File: config.mk
export PLATFORM = sky130hd
export DESIGN_NAME = operand_fetch16
export DESIGN_NICKNAME = d
export VERILOG_FILES = /design/src/rtl/operand_fetch16.sv
export SDC_FILE = /design/constraint.sdc
export NUM_CORES = 1
export LEC_CHECK = 0
export BUFFER_PORTS_ARGS = -buffer_cell sky130_fd_sc_hd__buf_2
export CELL_PAD_IN_SITES_DETAIL_PLACEMENT = 1
export CELL_PAD_IN_SITES_GLOBAL_PLACEMENT = 1
export CORE_MARGIN = 2
export CORE_UTILIZATION = 37
export CTS_BUF_LIST = sky130_fd_sc_hd__clkbuf_8
export DETAILED_ROUTE_END_ITERATION = 6
export PLACE_DENSITY = 0.9
export SLEW_MARGIN = 20
export SYNTH_ARGS = -nofsm -noshare
export SYNTH_HDL_FRONTEND = slang
export SYNTH_SLANG_ARGS = --single-unit
File: constraint.sdc
create_clock -name clk -period 2.54 [get_ports clk]
set_input_delay 0.127 -clock clk [delete_from_list [all_inputs] [get_ports clk]]
set_output_delay 0.127 -clock clk [all_outputs]
set_load 0.005 [all_outputs]
File: src/rtl/operand_fetch16.sv
// operand_fetch16: operand-fetch stage in front of the ALU.
// Selects operands A/B from the register bank's parallel outputs and forwards
// a same-cycle bank write. Fetched pairs are held in a two-entry skid buffer
// (OUT + SKID), so req_ready can be registered and one fetch per cycle is
// still sustained.
// Ports:
//   clk, reset      rising-edge clock, synchronous active-high reset
//   regs_flat       bank outputs, register i at [i*WIDTH +: WIDTH]
//   wr_en, wr_data  bank write port, observed for forwarding
//   req_valid/ready request handshake, rs_a/rs_b/imm/use_imm payload
//   op_valid/ready  operand handshake, op_a/op_b payload from OUT
//   occupancy       entries held (0..2)
module operand_fetch16 #(
  parameter int unsigned WIDTH = 16,
  parameter int unsigned NREGS = 16,
  parameter int unsigned SELW  = 4
) (
  input  logic                   clk,
  input  logic                   reset,
  input  logic [NREGS*WIDTH-1:0] regs_flat,
  input  logic [NREGS-1:0]       wr_en,
  input  logic [WIDTH-1:0]       wr_data,
  input  logic                   req_valid,
  output logic                   req_ready,
  input  logic [SELW-1:0]        rs_a,
  input  logic [SELW-1:0]        rs_b,
  input  logic [WIDTH-1:0]       imm,
  input  logic                   use_imm,
  output logic                   op_valid,
  input  logic                   op_ready,
  output logic [WIDTH-1:0]       op_a,
  output logic [WIDTH-1:0]       op_b,
  output logic [1:0]             occupancy
);

  // Register state
  logic             r_out_valid;
  logic [WIDTH-1:0] r_out_a;
  logic [WIDTH-1:0] r_out_b;
  logic             r_skid_valid;
  logic [WIDTH-1:0] r_skid_a;
  logic [WIDTH-1:0] r_skid_b;
  logic             r_req_ready;
  logic [1:0]       r_occupancy;

  // Next-state values
  logic             w_out_valid_n;
  logic [WIDTH-1:0] w_out_a_n;
  logic [WIDTH-1:0] w_out_b_n;
  logic             w_skid_valid_n;
  logic [WIDTH-1:0] w_skid_a_n;
  logic [WIDTH-1:0] w_skid_b_n;

  logic [WIDTH-1:0] w_regs [NREGS];
  logic [WIDTH-1:0] w_new_a;
  logic [WIDTH-1:0] w_new_b;
  logic             w_accept;
  logic             w_out_free;

  // Unpack the bank outputs
  for (genvar g = 0; g < NREGS; g++) begin : g_unpack
    assign w_regs[g] = regs_flat[g*WIDTH +: WIDTH];
  end

  // Operand select with same-cycle write forwarding; immediate bypasses B
  always_comb begin
    w_new_a = wr_en[rs_a] ? wr_data : w_regs[rs_a];
    w_new_b = wr_en[rs_b] ? wr_data : w_regs[rs_b];
    if (use_imm) begin
      w_new_b = imm;
    end
  end

  assign w_accept   = req_valid && r_req_ready;
  // OUT can take a new value if empty or being consumed this edge
  assign w_out_free = !r_out_valid || op_ready;

  // Skid-buffer next state; FIFO order is SKID before any new accept
  always_comb begin
    w_out_valid_n  = r_out_valid;
    w_out_a_n      = r_out_a;
    w_out_b_n      = r_out_b;
    w_skid_valid_n = r_skid_valid;
    w_skid_a_n     = r_skid_a;
    w_skid_b_n     = r_skid_b;
    if (w_out_free) begin
      if (r_skid_valid) begin
        w_out_valid_n  = 1'b1;
        w_out_a_n      = r_skid_a;
        w_out_b_n      = r_skid_b;
        w_skid_valid_n = 1'b0;
        if (w_accept) begin
          w_skid_valid_n = 1'b1;
          w_skid_a_n     = w_new_a;
          w_skid_b_n     = w_new_b;
        end
      end else if (w_accept) begin
        w_out_valid_n = 1'b1;
        w_out_a_n     = w_new_a;
        w_out_b_n     = w_new_b;
      end else begin
        w_out_valid_n = 1'b0;
      end
    end else if (w_accept) begin
      w_skid_valid_n = 1'b1;
      w_skid_a_n     = w_new_a;
      w_skid_b_n     = w_new_b;
    end
  end

  // State registers; req_ready and occupancy derived from next state
  always_ff @(posedge clk) begin
    if (reset) begin
      r_out_valid  <= 1'b0;
      r_out_a      <= '0;
      r_out_b      <= '0;
      r_skid_valid <= 1'b0;
      r_skid_a     <= '0;
      r_skid_b     <= '0;
      r_req_ready  <= 1'b0;
      r_occupancy  <= 2'd0;
    end else begin
      r_out_valid  <= w_out_valid_n;
      r_out_a      <= w_out_a_n;
      r_out_b      <= w_out_b_n;
      r_skid_valid <= w_skid_valid_n;
      r_skid_a     <= w_skid_a_n;
      r_skid_b     <= w_skid_b_n;
      r_req_ready  <= !w_skid_valid_n;
      r_occupancy  <= 2'(w_out_valid_n) + 2'(w_skid_valid_n);
    end
  end

  assign req_ready = r_req_ready;
  assign op_valid  = r_out_valid;
  assign op_a      = r_out_a;
  assign op_b      = r_out_b;
  assign occupancy = r_occupancy;

endmodule

==> results.tsv, run 1 <==
metric	value	unit
yosysTopAreaCellShare	42.9	%
critPathTopFamily	multiplexers	
cp-start-kind	input port	
synth-main-ff-cell	dfxtp_1	
path_max_fanout	12	
critPathSlowestCell	mux4_1	
fp.dieW	148	um
nets	1336	
cp-end-kind	flop	
synthSimpleGateAreaFrac	10.6	%
placed_cells	1277	
critPathMostFrequentCell	buf_4	
synthTopCellsByCount	mux4_2, dfxtp_1, clkbuf_1	
crit_type	input port to flop	
fmax	460	MHz
drv_cap	0	
grt_pass1_wl	53700	um
seq_area	0.00138	mm2
synth_xor_xnor_area_share	0	%
finalSetupTns	0	ps
path_cells	buf_4, buf_4, mux4_1, mux4_2, and3_1, o311ai_1, a211oi_1	
cts_tree	done	
syn_avg_cell_area	11.0	um2
cts_max_level	3	
cts_setup_buffers	0	
yosysMostFrequentCell	mux4_2	
synthArstFlopShare	0	%
initial_core_util	37.8	%
seq_area_frac_synth	18.0	%
vias	8551	
cp.required	2740	ps
postRouteWirelength	36800	um
postPlaceCellArea	0.00985	mm2
coreArea	0.0203	mm2
rsz0062_at_grt	false	
max_slew_margin	24.6	%
design_area	0.0101	mm2
place_congestion	0.966	
grt_use_total	32.6	%
fin_crit	2170	ps
synth.cell_area	0.00766	mm2
syn2layout_area_growth	31.9	%
viasPerCell	6.48	
total_power	3.79	mW
yosys.area.top_type	mux4_2	
path_clk_slew	90	ps
grt_pass1_vias	9025	
crit_buf_inv	2	
syn_inst	697	
synth_seq_cells	69	
final_hold_viol_count	0	
antenna_found_initial	23	
synth_edf_count	0	
grt_max_degree	78	
clock-sinks	69	
cp.arrival	2380	ps
drc	0	
drtAntennaViolNets	0	
grt_remaining_overflow	0	
dp_hpwl	29300	um
leakagePower	4.21	nW
die_area	0.0219	mm2
cts-root-buf	clkbuf_8	
peakVddDrop	0.273	mV
placement.io_buffers	352	
numCtsBuffers	9	
clockBufferDepth	2	
clock_latency	350	ps
final_max_slew_viol_count	0	
powerDensity	375	mW/mm2
drive_above_1_share	55.6	%
drt_iter0_drc	752	
outcome	finished clean	
cts_resized	0	
min_path_type	input port to flop	
die_y	148	um
setup_viol	0	
ys_types	31	
netlist_top_cells_area	mux4_2, dfxtp_1, a211oi_1	
ys_warn_count	0	
wl_per_cell	27.9	um
post-route-period-util	85.6	%
hold_buffers	0	
multi_input_area	0.00586	mm2
drt-pass1-iter-count	5	
num-fill-cells	2375	
synth_compound_area_share	19.3	%
postLayoutCoreUtil	49.8	%
synth_top_family_by_area	multiplexers	
synth_mux_area_share	46.0	%
tightest_slew	1130	ps
clock_skew	14.8	ps
synth_nets	1015	
cpPeakStageDelay	590	ps
fin_cells	1319	
synthAdderAreaFrac	0.163	%
ios	353	
fp-row-count	52	
## worst register-to-register path: cells and delay by family (launching register included)
| kind | cells | cell delay, ps |
|---|---|---|
| flip-flops | 1 | 350 |
| AND/OR/NAND/NOR | 2 | 690 |
| AO/OA/AOI/OAI | 2 | 730 |
## worst paths after layout
| kind | start | endpoint | slack [ps] | depth (start not counted) |
|---|---|---|---|---|
| worst max-delay path | rs_b[0] | op_b[1] | 370 | 7 |
| worst min register to register | r_skid_b[10] | r_skid_b[10] | 490 | 2 |
| worst max register to register | op_valid | r_skid_b[0] | 680 | 4 |
| worst min-delay path | wr_data[14] | r_skid_a[14] | 140 | 3 |
## layout by cell type (no fill, tap or decap), types with 26 or more instances in the layout
cell | synthesis | final
mux4_2 | 146 | 146
diode_2 | 0 | 26
a21oi_1 | 51 | 50
buf_4 | 3 | 38
nand2_1 | 26 | 26
buf_2 | 17 | 350
a211oi_1 | 48 | 48
nor2_1 | 53 | 51
a22oi_1 | 36 | 34
dfxtp_1 | 69 | 69
nand2b_1 | 34 | 34
## kinds of logic (layout without fill, tap and decap cells)
group           count (synthesis)  after routing
compound gates                210            210
fa+ha+maj                       1              1
buf+inv                        97            423
flops                          69             69
mux                           160            160
other cells                     0             26
simple gates                  160            160
## cell type report
class	count	area share (%)
multi-input cells	531	58.0
repair buffers	398	22.1
flip-flops and latches	69	13.7
well taps	270	3.34
clock buffers	9	1.23
clock inverters	7	0.668
diodes	26	0.644
inverters	9	0.334
## through the flow
| step | hold slack [ps] | worst slack (ps) |
|---|---|---|
| 2_1_floorplan | 319 | 253 |
| 3_3_place_gp | 471 | 107 |
| 3_5_place_dp | 479 | 14.6 |
| 4_1_cts | 128 | 402 |
| 5_1_grt | 143 | 289 |
| 6_report | 136 | 366 |
## where the power goes
| group | total (mW) | switching, mW | internal [mW] | leakage [nW] |
|---|---|---|---|---|
| clock | 0.903 | 0.455 | 0.448 | 0.0966 |
| combinational | 1.73 | 0.850 | 0.875 | 3.56 |
| sequential | 1.16 | 0.0290 | 1.13 | 0.563 |
## flip-flops by register name, summed over array words and instances (netlist names)
name          cells
op_valid          1
r_skid_valid      1
r_skid_b         16
r_skid_a         16
occupancy         2
op_b             16
req_ready         1
op_a             16
## routing by layer
| metal | global-route usage (%) | wire length, um | up-vias |
|---|---|---|---|
| met5 | 0 | 28 | - |
| met4 | 17.1 | 2000 | 4 |
| met3 | 8.06 | 3360 | 127 |
| met2 | 54.5 | 18100 | 570 |
| met1 | 38.9 | 13300 | 4278 |
| li1 | - | - | 3572 |
Power figures use the tool's default switching activity.
==> run 2: changes to the inputs <==
Settings changed: PLACE_DENSITY 0.9 to unset, PLACE_DENSITY_LB_ADDON set to 0.1.
==> run 2 against run 1 <==
  * Worst hold slack worse by 20 ps
  * Via count is 6.4% lower
  * Critical endpoint is now op_b[0]
  * Largest cell class unchanged
  * Global-route usage is 2.0 points lower
  * Sequential share of layout area is 0.15 points higher
==> results.tsv, run 2 (same netlist as run 1, synthesis figures left out) <==
metric	value	unit
clockBufferDepth	2	
numCtsBuffers	9	
cp.arrival	2320	ps
fmax	475	MHz
grt_pass1_wl	50800	um
power_frac_seq	30.1	%
max_slew_margin	39.4	%
p_int	2.57	mW
critPathSlowestCell	mux4_1	
grt_remaining_overflow	0	
cp-start-kind	input port	
path_cells	buf_4, buf_12, mux4_1, mux4_2, and3_1, o311ai_1, a211oi_1	
fin_hold_ws	116	ps
fp.dieW	148	um
nets	1319	
initial_core_util	37.8	%
cts_tree	done	
clock-sinks	69	
viasPerCell	6.19	
critPathTopFamily	multiplexers	
drt_iter0_drc	497	
crit_buf_inv	2	
wl_per_cell	26.3	um
cts_resized	0	
placement.io_buffers	352	
syn2layout_area_growth	30.5	%
drive_above_1_share	54.9	%
setup_viol	0	
dp_hpwl	26700	um
post-route-period-util	82.9	%
share_comb_of_total_power	42.9	%
num-fill-cells	2350	
ios	353	
hold_buffers	0	
net-switching-power	1.30	mW
vias	8004	
tightest_slew	905	ps
powerDensity	387	mW/mm2
drt-pass1-iter-count	5	
cts_setup_buffers	0	
multi_input_area	0.00586	mm2
rsz0062_at_grt	false	
final_max_slew_viol_count	0	
finalSetupTns	0	ps
seq_area	0.00138	mm2
fin_crit	2110	ps
cts_max_level	3	
antenna_found_initial	18	
final_hold_viol_count	0	
grt_max_degree	78	
peakVddDrop	0.281	mV
drv_cap	0	
mostFrequentLayoutCells	buf_2, mux4_2, dfxtp_1	
outcome	finished clean	
cp.required	2760	ps
cp-end-kind	flop	
die_area	0.0219	mm2
postRouteWirelength	34000	um
leakagePower	4.15	nW
cts-root-buf	clkbuf_8	
switching_share	33.7	%
clock_latency	360	ps
coreArea	0.0203	mm2
crit_type	input port to flop	
fp-row-count	52	
cpPeakStageDelay	570	ps
path_clk_slew	80	ps
drtAntennaViolNets	0	
placed_cells	1260	
path_max_fanout	15	
layout_commonest_cell	buf_2	
drc	0	
place_congestion	0.870	
min_path_type	input port to flop	
grt_use_total	30.6	%
die_y	148	um
clock_skew	8.60	ps
grt_pass1_vias	8510	
fin_cells	1293	
p_clk_share	27.1	%
run 2: through the flow:
step | cell area [um2] | util [%] | total power [mW] | setup slack [ps]
finish | 10000 | 49.3 | 3.87 | 434
detailed placement | 9730 | 48.0 | 2.84 | 48.8
CTS | 9960 | 49.1 | 3.88 | 445
global route | 9990 | 49.2 | 4.06 | 347
floorplan | 7660 | - | 2.18 | 253
global placement | 9730 | 48.0 | 2.81 | 82.2
run 2: tightest hold or removal path, stage by stage:
cell,delay (ps)
buf_2,110
mux2i_1,120
a211oi_1,80
run 2: worst paths after layout:
check,startpoint,endpoint,slack (ps),cells past startpoint
min reg2reg,op_a[3],op_a[3],490,2
max reg2reg,r_skid_valid,op_b[15],740,4
min,wr_data[8],r_skid_a[8],120,3
max,rs_b[0],op_b[0],430,7
run 2: cell type report:
class | instances | area share [%]
multi-input combinational | 531 | 58.6
inverter | 9 | 0.338
clock inverter | 6 | 0.863
antenna | 17 | 0.425
sequential | 69 | 13.8
tap | 270 | 3.38
timing repair buffer | 381 | 21.2
clock buffer | 10 | 1.38
run 2: metal layers:
layer / GRT usage [%] / part of all wire, % / vias up / wire (um)
li1: - / - / 3534 / -
met1: 38.5 / 39 / 3985 / 13200
met2: 52.3 / 50 / 406 / 17000
met3: 5.49 / 7.2 / 75 / 2430
met4: 12.1 / 3.8 / 4 / 1300
met5: 0 / 0.068 / - / 23
run 2: power groups by stage:
stage | clock network [mW] | logic (mW) | registers (mW)
3_3_place_gp | 0 | 1.62 | 1.19
3_5_place_dp | 0 | 1.65 | 1.19
5_1_grt | 1.11 | 1.78 | 1.17
6_report | 1.05 | 1.66 | 1.16
2_1_floorplan | 0 | 0.991 | 1.19
4_1_cts | 1.06 | 1.66 | 1.16
==> run 3: changes to the inputs <==
Settings changed: CORE_UTILIZATION 37 to 33.
Clock period 2.54 ns to 1.8 ns, I/O delays scaled along.
==> run 3 against run 2 <==
  * Register-to-register slack got worse by 490 ps
  * Sequential share of layout area down 1.1 points
  * Critical path depth stayed put
  * Core utilization shrank 1.3 points
  * Clock skew grew 1.7 ps
  * Worst hold slack worse by 24 ps
  * Highest routed layer unchanged
  * Clock power rose by 22%
  * First-iteration DRC count is 5.6% higher
  * Largest power group unchanged
  * Sequential power up 42%
  * Non-clock buffer count grew 63
  * Flip-flop and latch count stayed put
==> results.tsv, run 3 (same netlist as run 1, synthesis figures left out) <==
metric	value	unit
path_cells	buf_16, buf_6, mux4_1, mux4_2, and3_4, o311ai_1, a211oi_1	
grt_remaining_overflow	0	
crit_type	input port to flop	
multi_input_area	0.00604	mm2
leakagePower	4.54	nW
r2r_setup_slack	250	ps
reg2reg_depth	6	
nets	1382	
postRouteWirelength	35700	um
dp_hpwl	28800	um
path_max_fanout	10	
fin_hold_ws	91.6	ps
mostFrequentLayoutCells	buf_2, mux4_2, dfxtp_1	
min_path_type	input port to flop	
fmax	559	MHz
cp.arrival	2020	ps
placement.io_buffers	352	
clock_latency	350	ps
viasPerCell	6.00	
layout_commonest_cell	buf_2	
grt_pass1_vias	8684	
cpPeakStageDelay	570	ps
drc	0	
post-route-period-util	99.4	%
drt_iter0_drc	525	
wl_per_cell	25.9	um
clockBufferDepth	2	
place_worst_setup_slack	-468	ps
outcome	finished clean	
drive_above_1_share	61.3	%
coreArea	0.0227	mm2
fp.dieW	156	um
initial_core_util	33.8	%
place_congestion	0.884	
seq_area	0.00138	mm2
drt-pass1-iter-count	5	
grt_pass1_wl	52400	um
vias	8245	
final_hold_viol_count	0	
fin_cells	1375	
clock-sinks	69	
powerDensity	516	mW/mm2
placed_cells	1329	
cts_max_level	3	
syn2layout_area_growth	42.1	%
grt_max_degree	50	
design_area	0.0109	mm2
peakVddDrop	0.269	mV
r2r-start	r_skid_valid	
hold_depth	3	
path_clk_slew	70	ps
postLayoutCoreUtil	48.0	%
rsz0062_at_grt	true	
critPathSlowestCell	mux4_1	
die_y	156	um
max_slew_margin	39.7	%
fp-row-count	55	
die_area	0.0245	mm2
tightest_slew	901	ps
total_power	5.61	mW
cp-end-kind	flop	
final.setup.worst_slack	11.2	ps
clock_skew	10.3	ps
postPlaceCellArea	0.0104	mm2
grt_use_total	28.8	%
setup_viol	0	
cp-start-kind	input port	
drv_cap	0	
ios	353	
cts-root-buf	clkbuf_8	
drtAntennaViolNets	0	
final_max_slew_viol_count	0	
numCtsBuffers	9	
num-fill-cells	2653	
cp.required	2030	ps
holdPathEnd	r_skid_a[11]	
hp-start	wr_data[11]	
fin_crit	1790	ps
antenna_found_initial	22	
cts_tree	done	
finalSetupTns	0	ps
r2r-end	r_skid_b[6]	
[run 3: cell type report]
type / instances / area share [%]
Sequential cell: 69 / 12.7
Clock buffer: 10 / 1.26
Timing Repair Buffer: 444 / 26.0
Tap cell: 285 / 3.27
Antenna cell: 21 / 0.482
Inverter: 9 / 0.310
Clock inverter: 6 / 0.494
Multi-Input combinational cell: 531 / 55.5
[run 3: worst max-delay path: cells and delay by family]
| kind | cells | cell delay, ps |
|---|---|---|
| simple gates | 1 | 210 |
| mux | 2 | 1050 |
| compound gates | 2 | 340 |
| buf+inv | 2 | 310 |
[run 3: routing by layer]
metal	up-vias	track usage (%)	part of all wire, %
met5	-	0	0.059
met4	4	10.7	3.0
met3	53	4.38	5.8
met2	357	50.0	52
met1	4172	36.3	39
li1	3659	-	-
[run 3: worst max path at each step]
stage	endpoint	from	slack (ps)	cells after the start
detailed placement	op_b[2]	rs_b[0]	-470	7
global route	op_b[2]	rs_b[0]	-20	7
finish	op_b[0]	rs_b[0]	10	7
floorplan	op_b[0]	rs_b[0]	-220	8
CTS	op_b[5]	rs_b[0]	-5	7
global placement	op_b[2]	rs_b[0]	-420	7
[run 3: repair_timing]
item                                    4_1_cts  5_1_grt
endpoints found under the hold margin         0        0
pin swaps                                     0        6
hold buffers                                  0        0
endpoints found under the setup margin       21       36
setup buffers                                 0        7
gates resized for setup                       4       28
cloned                                        1        1
[run 3: power by group]
group | internal [mW] | total, mW | switching (mW)
clock | 0.664 | 1.28 | 0.618
sequential | 1.60 | 1.65 | 0.0468
combinational | 1.46 | 2.69 | 1.23
